## src/rtl/io_hub_pkg.sv

```systemverilog
// Shared helpers for io_hub: counter/address widths, flattened-bus slicing and sticky flag update.
package io_hub_pkg;

  function automatic int unsigned cnt_w(input int unsigned depth);
    return $clog2(depth) + 1;
  endfunction

  // A single channel still needs a 1-bit address port.
  function automatic int unsigned addr_w(input int unsigned nchan);
    return (nchan > 1) ? $clog2(nchan) : 1;
  endfunction

  function automatic int unsigned slice_lo(input int unsigned chan, input int unsigned width);
    return chan * width;
  endfunction

  // Sticky flag next value: a set on the same edge beats a clear.
  function automatic logic flag_next(input logic q, input logic set, input logic clr);
    return set | (q & ~clr);
  endfunction

endpackage

```

## src/rtl/io_fifo.sv

```systemverilog
// First-word-fall-through synchronous FIFO; a push into a full FIFO is taken only alongside a pop.
module io_fifo import io_hub_pkg::*; #(
  parameter int unsigned W     = 16,
  parameter int unsigned DEPTH = 4
) (
  input  logic                      clk,
  input  logic                      rst_n,
  input  logic                      push_i,
  input  logic                      pop_i,
  input  logic [W-1:0]              data_i,
  output logic                      full_o,
  output logic                      empty_o,
  output logic [cnt_w(DEPTH)-1:0]   count_o,
  output logic [W-1:0]              head_o
);

  localparam int unsigned PW = $clog2(DEPTH);
  localparam int unsigned CW = cnt_w(DEPTH);

  logic [W-1:0]  mem_q [DEPTH];
  logic [PW-1:0] wr_q, rd_q;
  logic [CW-1:0] cnt_q, cnt_d;
  logic          do_push, do_pop;

  always_comb begin
    do_pop  = pop_i && (cnt_q != '0);
    do_push = push_i && ((cnt_q != CW'(DEPTH)) || do_pop);
    cnt_d   = cnt_q + CW'(do_push) - CW'(do_pop);
  end

  // Pointers wrap naturally since DEPTH is a power of two.
  always_ff @(posedge clk or negedge rst_n) begin
    if (!rst_n) begin
      wr_q  <= '0;
      rd_q  <= '0;
      cnt_q <= '0;
    end else begin
      if (do_push) wr_q <= wr_q + PW'(1);
      if (do_pop)  rd_q <= rd_q + PW'(1);
      cnt_q <= cnt_d;
    end
  end

  always_ff @(posedge clk) begin
    if (do_push) mem_q[wr_q] <= data_i;
  end

  assign full_o  = (cnt_q == CW'(DEPTH));
  assign empty_o = (cnt_q == '0);
  assign count_o = cnt_q;
  assign head_o  = mem_q[rd_q];

endmodule

```

## src/rtl/io_hub.sv

```systemverilog
// Buffered multi-channel I/O hub between core strobes and external valid/ready channels.
// Optional FIFO-level interrupt built when IO_HUB_ITR_EN is defined.
module io_hub import io_hub_pkg::*; #(
  parameter int unsigned NUBITS = 16,
  parameter int unsigned NUIOIN = 2,
  parameter int unsigned NUIOOU = 2,
  parameter int unsigned FDEPTH = 4,
  parameter int unsigned ITRTHR = 1
) (
  input  logic                        clk,
  input  logic                        rst,
  input  logic                        req_in,
  input  logic [addr_w(NUIOIN)-1:0]   addr_in,
  output logic [NUBITS-1:0]           io_in,
  input  logic                        out_en,
  input  logic [addr_w(NUIOOU)-1:0]   addr_out,
  input  logic [NUBITS-1:0]           io_out,
  output logic                        itr,
  input  logic [NUIOIN*NUBITS-1:0]    ext_in_data,
  input  logic [NUIOIN-1:0]           ext_in_valid,
  output logic [NUIOIN-1:0]           ext_in_ready,
  output logic [NUIOOU*NUBITS-1:0]    ext_out_data,
  output logic [NUIOOU-1:0]           ext_out_valid,
  input  logic [NUIOOU-1:0]           ext_out_ready,
  output logic [NUIOIN-1:0]           udf,
  output logic [NUIOOU-1:0]           ovf,
  input  logic                        clr_flags
);

  localparam int unsigned CW  = cnt_w(FDEPTH);
  localparam int unsigned AIW = addr_w(NUIOIN);
  localparam int unsigned AOW = addr_w(NUIOOU);

  if (ITRTHR < 1 || ITRTHR > FDEPTH) begin : g_bad_thr
    $error("io_hub: ITRTHR must be within 1..FDEPTH");
  end

  logic [NUIOIN-1:0]             in_full, in_empty, in_push, in_pop, in_rdy, udf_set, udf_d, udf_q;
  logic [NUIOIN-1:0][NUBITS-1:0] in_head, hold_q;
  logic [NUIOIN-1:0][CW-1:0]     in_cnt;
  logic [NUIOOU-1:0]             out_full, out_empty, out_push, out_pop, ovf_set, ovf_d, ovf_q;
  logic [NUIOOU-1:0][NUBITS-1:0] out_head;
  logic [NUIOOU-1:0][CW-1:0]     out_cnt;

  for (genvar c = 0; c < NUIOIN; c++) begin : g_in
    io_fifo #(.W(NUBITS), .DEPTH(FDEPTH)) u_fifo (
      .clk     (clk),
      .rst_n   (rst),
      .push_i  (in_push[c]),
      .pop_i   (in_pop[c]),
      .data_i  (ext_in_data[slice_lo(c, NUBITS) +: NUBITS]),
      .full_o  (in_full[c]),
      .empty_o (in_empty[c]),
      .count_o (in_cnt[c]),
      .head_o  (in_head[c])
    );
  end

  for (genvar c = 0; c < NUIOOU; c++) begin : g_out
    io_fifo #(.W(NUBITS), .DEPTH(FDEPTH)) u_fifo (
      .clk     (clk),
      .rst_n   (rst),
      .push_i  (out_push[c]),
      .pop_i   (out_pop[c]),
      .data_i  (io_out),
      .full_o  (out_full[c]),
      .empty_o (out_empty[c]),
      .count_o (out_cnt[c]),
      .head_o  (out_head[c])
    );
    assign ext_out_data[slice_lo(c, NUBITS) +: NUBITS] = out_head[c];
  end

  // Input side: ready held low in reset; core reads pop or flag underflow.
  always_comb begin
    in_rdy  = '0;
    in_push = '0;
    in_pop  = '0;
    udf_set = '0;
    udf_d   = '0;
    io_in   = '0;
    for (int c = 0; c < NUIOIN; c++) begin
      in_rdy[c]  = rst & ~in_full[c];
      in_push[c] = ext_in_valid[c] & in_rdy[c];
      if (req_in && (addr_in == AIW'(c))) begin
        in_pop[c]  = ~in_empty[c];
        udf_set[c] = in_empty[c];
      end
      if (addr_in == AIW'(c)) io_in = in_empty[c] ? hold_q[c] : in_head[c];
      udf_d[c] = flag_next(udf_q[c], udf_set[c], clr_flags);
    end
  end

  // Output side: a write to a full FIFO is still taken when the consumer pops that edge.
  always_comb begin
    out_pop  = '0;
    out_push = '0;
    ovf_set  = '0;
    ovf_d    = '0;
    for (int c = 0; c < NUIOOU; c++) begin
      out_pop[c] = ~out_empty[c] & ext_out_ready[c];
      if (out_en && (addr_out == AOW'(c))) begin
        out_push[c] = ~out_full[c] | out_pop[c];
        ovf_set[c]  = out_full[c] & ~out_pop[c];
      end
      ovf_d[c] = flag_next(ovf_q[c], ovf_set[c], clr_flags);
    end
  end

  always_ff @(posedge clk or negedge rst) begin
    if (!rst) begin
      hold_q <= '0;
      udf_q  <= '0;
      ovf_q  <= '0;
    end else begin
      for (int c = 0; c < NUIOIN; c++) begin
        if (in_pop[c]) hold_q[c] <= in_head[c];
      end
      udf_q <= udf_d;
      ovf_q <= ovf_d;
    end
  end

  assign ext_in_ready  = in_rdy;
  assign ext_out_valid = ~out_empty;
  assign udf           = udf_q;
  assign ovf           = ovf_q;

`ifdef IO_HUB_ITR_EN
  logic [NUIOIN-1:0] thr_hit;
  logic              itr_q;
  logic              unused_c;

  always_comb begin
    thr_hit = '0;
    for (int c = 0; c < NUIOIN; c++) thr_hit[c] = (in_cnt[c] >= CW'(ITRTHR));
  end

  // Samples the current counts, so itr trails the threshold word by one edge.
  always_ff @(posedge clk or negedge rst) begin
    if (!rst) itr_q <= 1'b0;
    else      itr_q <= |thr_hit;
  end

  assign itr      = itr_q;
  assign unused_c = ^{out_cnt, out_full};
`else
  logic unused_c;

  assign itr      = 1'b0;
  assign unused_c = ^{in_cnt, out_cnt, out_full};
`endif

endmodule

```

## config.mk

```make
export PLATFORM = sky130hd
export DESIGN_NAME = io_hub
export DESIGN_NICKNAME = d
export VERILOG_FILES = /design/src/rtl/io_hub_pkg.sv /design/src/rtl/io_fifo.sv /design/src/rtl/io_hub.sv
export SDC_FILE = /design/constraint.sdc
export NUM_CORES = 1
export LEC_CHECK = 0
export BUFFER_PORTS_ARGS = -buffer_cell sky130_fd_sc_hd__buf_2
export CORE_MARGIN = 2
export CORE_UTILIZATION = 40
export DETAILED_ROUTE_END_ITERATION = 12
export HOLD_SLACK_MARGIN = 0.06
export SYNTH_ARGS = -nofsm -noshare
export SYNTH_HDL_FRONTEND = slang
export SYNTH_SLANG_ARGS = --single-unit
```

## constraint.sdc

```tcl
create_clock -name clk -period 2.9 [get_ports clk]
set_input_delay 0.87 -clock clk [delete_from_list [all_inputs] [get_ports clk]]
set_output_delay 0.87 -clock clk [all_outputs]
set_load 0.02 [all_outputs]
```

==> results of run 1 <==
cell usage after synthesis, types with 11 or more instances:
cell type | n | share of area [%]
mux4_2 | 55 | 9.7
buf_2 | 11 | 0.43
nor2_1 | 49 | 1.4
mux2_2 | 21 | 1.8
inv_1 | 28 | 0.82
dfrtp_1 | 64 | 13
ha_1 | 24 | 2.3
mux2_4 | 15 | 1.8
o21ai_0 | 16 | 0.63
and2_1 | 16 | 0.78
o32ai_1 | 16 | 1.1
xnor2_1 | 15 | 1.0
edfxtp_1 | 256 | 60
flip-flops by register name, summed over array words and instances, names as in the netlist:
signal,cells
g_in.u_fifo.wr_q,4
g_in.u_fifo.mem_q,128
g_in.u_fifo.rd_q,4
g_out.u_fifo.wr_q,4
udf,2
ovf,2
g_out.u_fifo.count_o,6
g_in.u_fifo.count_o,6
g_out.u_fifo.rd_q,4
hold_q,32
g_out.u_fifo.mem_q,128
stage by stage:
stage          hold slack [ns]  total power [mW]
3_3_place_gp             0.484              11.2
6_report                 0.194              15.7
5_1_grt                  0.175              16.6
2_1_floorplan            0.474              9.70
4_1_cts                  0.169              15.9
3_5_place_dp             0.482              11.3
layout make-up:
class	count	area, sq um	share of cell area, %
multi-input cells	274	3390	22.1
inverters	28	105	0.685
repair buffers	154	992	6.47
well taps	402	503	3.28
clock inverters	16	121	0.791
flip-flops and latches	320	9290	60.6
clock buffers	45	935	6.09
power by group through the flow:
stage,clock network (mW),logic (mW),registers (mW)
6_report,4.07,5.33,6.33
5_1_grt,4.36,5.81,6.42
4_1_cts,4.19,5.33,6.34
3_5_place_dp,0,4.92,6.39
3_3_place_gp,0,4.88,6.37
2_1_floorplan,0,3.47,6.23
worst register-to-register path, delay by kind of cell, from the launching register on:
kind	cells	cell delay, ns
adder cells (fa/ha/maj)	3	0.79
buffers and inverters	4	0.57
flip-flops	1	0.38
XOR/XNOR	2	0.31
AND/OR/NAND/NOR	2	0.25
routing by layer:
metal,vias up,wire length [um]
met3,37,1490
met1,3302,11400
li1,2868,-
met2,178,12500
met5,-,13
met4,2,393
worst max path at each step:
| stage | startpoint | endpoint | depth (start not counted) |
|---|---|---|---|
| 3_3_place_gp | addr_in | io_in[3] | 4 |
| 6_report | g_in[0].u_fifo.rd_q[0] | io_in[4] | 5 |
| 2_1_floorplan | addr_in | g_in[0].u_fifo.count_o[2] | 11 |
| 3_5_place_dp | addr_in | io_in[4] | 4 |
| 5_1_grt | g_in[0].u_fifo.rd_q[0] | io_in[2] | 5 |
| 4_1_cts | g_in[0].u_fifo.rd_q[0] | io_in[5] | 5 |
cells in the final DEF (no fill, tap or decap), types with 5 or more instances in the layout:
master     Yosys  final
buf_4          3     42
nor2_2         0     25
edfxtp_1     256    256
mux2_2        21     21
buf_2         11    104
inv_1         28     28
clkbuf_1       8      9
mux4_2        55     64
mux2_4        15     15
clkinv_2       0      7
o21ai_1        0     13
clkbuf_16      0     38
nor2_1        49     22
dfrtp_1       64     60
o32ai_2        0     13
xor2_1         5      5
ha_1          24     24
and2_1        16     16
xnor2_1       15     15
what timing repair did:
action                     in CTS  in global routing
pin swaps                       1                  2
setup buffers                   3                  6
gates resized for setup        69                 19
cloned                          2                  0
setup endpoints to repair      16                 16
hold endpoints to repair        0                  0
cell families (layout without fill, tap and decap cells):
kind of cell	count (synthesis)	after routing	synth area share (%)
flip-flops	320	320	72.5
multiplexers	100	100	15.1
AND/OR/NAND/NOR	83	83	3.35
buffers and inverters	57	243	2.23
AO/OA/AOI/OAI	42	42	2.44
adder cells (fa/ha/maj)	28	28	2.97
XOR/XNOR	20	20	1.37
other	1	1	0.0293
==> reports/summary.txt, run 1 <==
Synth Net Count - 738
Routability congestion estimate - 0.803
Crit share post-route - 102%
Cell Area, Synth - 12800 sq um
Slowest stage delay, CP - 0.44 ns
Failing checks - setup timing
Syn Area/Cell - 19.7 sq um
Core area - 31600 sq um
Final count of hold timing violations - 0
Critical Path AT - 2.09 ns
DR WL/cell - 20.8 um
Fin cells - 1239
Synthesized flop and latch total - 320
Clk Latency, worst-skew pair - 0.51 ns
Clk buf depth - 3
Worst-margin pin slew - 1.04 ns
TritonCTS Buffers - 35
Rel. slew slack - 31.0%
HP Class - in2async
RSZ-0062 raised after global routing - yes
Critical R2R Capture - g_in[1].u_fifo.count_o[2]
Max-Cap Viols - 0
Crit end category - output port
Synth Instances - 651
GR Layer Usage met2 - 25.9%
Cell area after layout - 15300 sq um
Setup crit start kind - register
Part of the power in combinational logic - 33.9%
EDFF count, synth - 256
First-pass GRT wire length - 39.7 mm
Vias in the first global route - 6673
CTS Sinks - 320
Grt ovf - 0
Int Pwr - 10.7 mW
Clock skew - 0.0243 ns
Vias - 6387
Crit-path max FO - 9
R2R Setup Slk - 0.52 ns
Layout cells sized above 1 - 42.3%
Area grow syn2layout - 19.8%
Buf+Inv Stages, Crit Path - 2
NumNets Final - 900
Final wirelength - 25.8 mm
Die area - 33500 sq um
Die W - 183 um
Largest net degree at the start of global routing - 34
Largest delay share family, worst path - flip-flops
Register-to-Register Path Depth - 11
Most Used Layer, Global Route - met2
Yosys warnings - 0
Slew Viols, Final - 0
Fill count - 2635
Total negative slack - -0.266 ns
DRC - 0
Layout Utilization - 48.6%
Fin crit period - 2.96 ns
Ant diodes - 0
Hold-fix buffers, CTS - 0
Part of the Yosys area used for sequential elements - 72.5%
Leak pwr - 5.60 nW
Power share of the sequential group - 40.2%
Pre-CTS WS - 0.120 ns
CTS tree - yes
Clock Power Share - 25.9%
Maximum VDD drop - 0.000866 V
Final setup vio count - 10
Routed Antenna Nets - 0
Placed cells - 1167
Clock slew seen by the registers of the worst setup and hold paths - 0.06 ns
Power Density - 1030 nW/um^2
Required @ worst endpoint - 2.03 ns
GR Util met3 - 3.34%
Placed cell area - 14000 sq um
H-tree depth - 2
Asr flop ratio synth - 20.0%
RR Startpoint - g_in[1].u_fifo.count_o[1]
Site Rows - 65
Fmax - 338 MHz
IO Port Bufs - 114
First-iteration detailed-routing DRC count - 321
Initial antenna violation count - 1
Net Sw Frac - 31.9%
Initial core utilization - 40.6%
Detail Placement HPWL - 16.4 mm
Met1 usage - 21.5%
Netlist cell types - 34
Root Driver - clkbuf_16
Ys flop type - edfxtp_1
Crit Path Category - reg2out
Tot GR Track Use - 15.7%
Worst setup margin - -0.0572 ns
Pre-Repair DR Iteration Count - 5
Via-to-Cell Ratio - 5.15
Net Sw Power - 5.01 mW
CP cell instances - buf_12, mux4_2, nor2_2, o32ai_2, buf_4
Status - finished with violations
Chip Height - 183 um
Slowest CP cell - dfrtp_2
Num ports - 116
No activity file was read; power rests on OpenSTA's default activity.
==> run 2, diff against run 1 <==
Settings changed: CORE_UTILIZATION 40 to 30, SLEW_MARGIN set to 20.
==> run 2 against run 1 <==
  * The flow still finishes with violations (setup timing)
  * Sequential share of layout area fell by 1.0 points
  * Critical path depth did not move
  * Sequential cell count did not move
  * Cell count rose by 11%
  * Power rose by 3.1%
  * Non-clock buffer count fell by 2
  * Final area rose by 1.7%
  * Fmax fell by 2.4%
  * Highest routed layer unchanged
==> reports/summary.txt, run 2 (synthesis gave the netlist of run 1 again) <==
Status - finished with violations
Failing checks - setup timing
Via-to-Cell Ratio - 4.65 (-9.8%)
Crit Path Category - reg2out
Slew Viols, Final - 0 (unchanged)
Rel. slew slack - 37.9% (+6.9 points)
Die W - 211 um (+15%)
Vias - 6417 (+0.47%)
First-pass GRT wire length - 41.9 mm (+5.5%)
Metal2 WL - 13.2 mm (+5.3%)
Detail Placement HPWL - 17.8 mm (+8.4%)
Die area - 44400 sq um (+33%)
Final wirelength - 27.5 mm (+6.7%)
CTS tree - yes
Clk Latency, worst-skew pair - 0.55 ns (+0.04 ns)
Area grow syn2layout - 21.8%
Crit-path max FO - 8 (-1)
Largest net degree at the start of global routing - 26 (-24%)
Final setup vio count - 16 (+6)
Initial antenna violation count - 5 (+4)
Leak pwr - 5.64 nW (+0.68%)
CTS Sinks - 320 (unchanged)
Worst-margin pin slew - 0.932 ns (-0.104 ns)
Num ports - 116 (unchanged)
Critical Path AT - 2.16 ns (+0.07 ns)
Initial core utilization - 30.5% (-10 points)
Crit end category - output port
Vias in the first global route - 6666 (-0.10%)
Met3 Wirelength - 1.97 mm (+33%)
TritonCTS Buffers - 36 (+2.9%)
Crit share post-route - 104% (+2.5 points)
Required @ worst endpoint - 2.03 ns (about the same)
Fill count - 3901 (+48%)
Clock skew - 0.0256 ns (+0.00132 ns)
Fmax - 330 MHz (-2.4%)
Final count of hold timing violations - 0 (unchanged)
NumNets Final - 899 (-0.11%)
H-tree depth - 2 (unchanged)
Clk buf depth - 3 (unchanged)
Setup crit start kind - register
Worst setup margin - -0.128 ns (-0.0712 ns)
Maximum VDD drop - 0.000673 V (-22%)
DR WL/cell - 20.0 um (-4.2%)
Met1 wire length - 11.8 mm (+2.9%)
RSZ-0062 raised after global routing - yes
Worst hold margin - 0.142 ns (-0.0522 ns)
Core area - 42000 sq um (+33%)
Power Density - 1040 nW/um^2 (+1.3%)
Most frequent cells in the layout - edfxtp_1, buf_2, mux4_2
IO Port Bufs - 114 (unchanged)
Pre-Repair DR Iteration Count - 5 (unchanged)
Site Rows - 75 (+15%)
HP Class - in2async
Routability congestion estimate - 0.877 (+9.3%)
Top flop regs - g_in.u_fifo.mem_q: 128 flops, g_out.u_fifo.mem_q: 128 flops, hold_q: 32 flops
Fin crit period - 3.03 ns (+0.0712 ns)
Hold-fix buffers, CTS - 0 (unchanged)
First-iteration detailed-routing DRC count - 494 (+54%)
Tot GR Track Use - 12.7% (-3.0 points)
Grt ovf - 0 (unchanged)
Clock slew seen by the registers of the worst setup and hold paths - 0.06 ns (about the same)
Routed Antenna Nets - 0 (unchanged)
DRC - 0 (unchanged)
Most common cell after layout, fill and taps aside - edfxtp_1
Overall Power - 16.2 mW (+3.1%)
Root Driver - clkbuf_16
Top Metal Used - met5
Chip Height - 211 um (+15%)
Max-Cap Viols - 0 (unchanged)
Layout cells sized above 1 - 42.0% (-0.27 points)
[run 2: metal layers]
metal	track usage (%)	vias to the layer above
met5	0	-
met4	4.49	8
met3	3.57	43
met2	20.3	197
met1	16.7	3302
li1	-	2867
[run 2: worst paths after layout]
path	start	endpoint	slack, ns	cells after the start
worst max-delay path	g_in[1].u_fifo.rd_q[0]	io_in[14]	-0.13	5
worst min-delay path	rst	g_in[1].u_fifo.count_o[2]	0.14	1
worst max register to register	g_in[1].u_fifo.count_o[1]	g_in[1].u_fifo.count_o[2]	0.56	11
worst min register to register	g_out[0].u_fifo.rd_q[1]	g_out[0].u_fifo.rd_q[1]	0.49	1
max in group asynchronous	rst	g_in[1].u_fifo.count_o[0]	2.20	2
min in group clk	g_out[0].u_fifo.rd_q[1]	g_out[0].u_fifo.rd_q[1]	0.49	1
[run 2: critical path: stages (launching register included)]
cell     delay (ns)
dfrtp_2        0.42
buf_12         0.16
mux4_2         0.59
nor2_4         0.14
o32ai_2        0.11
buf_4          0.18
[run 2: area by class of cell]
cell class / count / area (sq um) / share of cell area [%]
Timing Repair Buffer: 152 / 970 / 6.21
Clock buffer: 46 / 990 / 6.34
Multi-Input combinational cell: 274 / 3380 / 21.7
Tap cell: 539 / 674 / 4.32
Antenna cell: 1 / 2.50 / 0.0160
Sequential cell: 320 / 9290 / 59.5
Inverter: 28 / 105 / 0.673
Clock inverter: 20 / 190 / 1.22
[run 2: power by group]
| group | switching [mW] | internal [mW] |
|---|---|---|
| clock | 1.81 | 2.69 |
| combinational | 2.95 | 2.44 |
| sequential | 0.475 | 5.84 |
[run 2: stage by stage]
step,area [sq um],instances,worst slack (ns),TNS [ns],utilization (%)
2_1_floorplan,12800,651,0.0757,0,-
3_3_place_gp,14200,1308,0.133,0,33.7
3_5_place_dp,14200,1308,0.0675,0,33.7
4_1_cts,15500,1377,-0.174,-2.16,36.8
5_1_grt,15600,1379,-0.178,-2.33,37.1
6_report,15600,1380,-0.128,-1.28,37.1
[run 2: timing repair]
action                     in CTS  in global routing
setup buffers                   2                  1
setup endpoints to repair      17                 16
gates resized for setup        40                 29
gates cloned                    1                  1
pin swaps                       0                  0
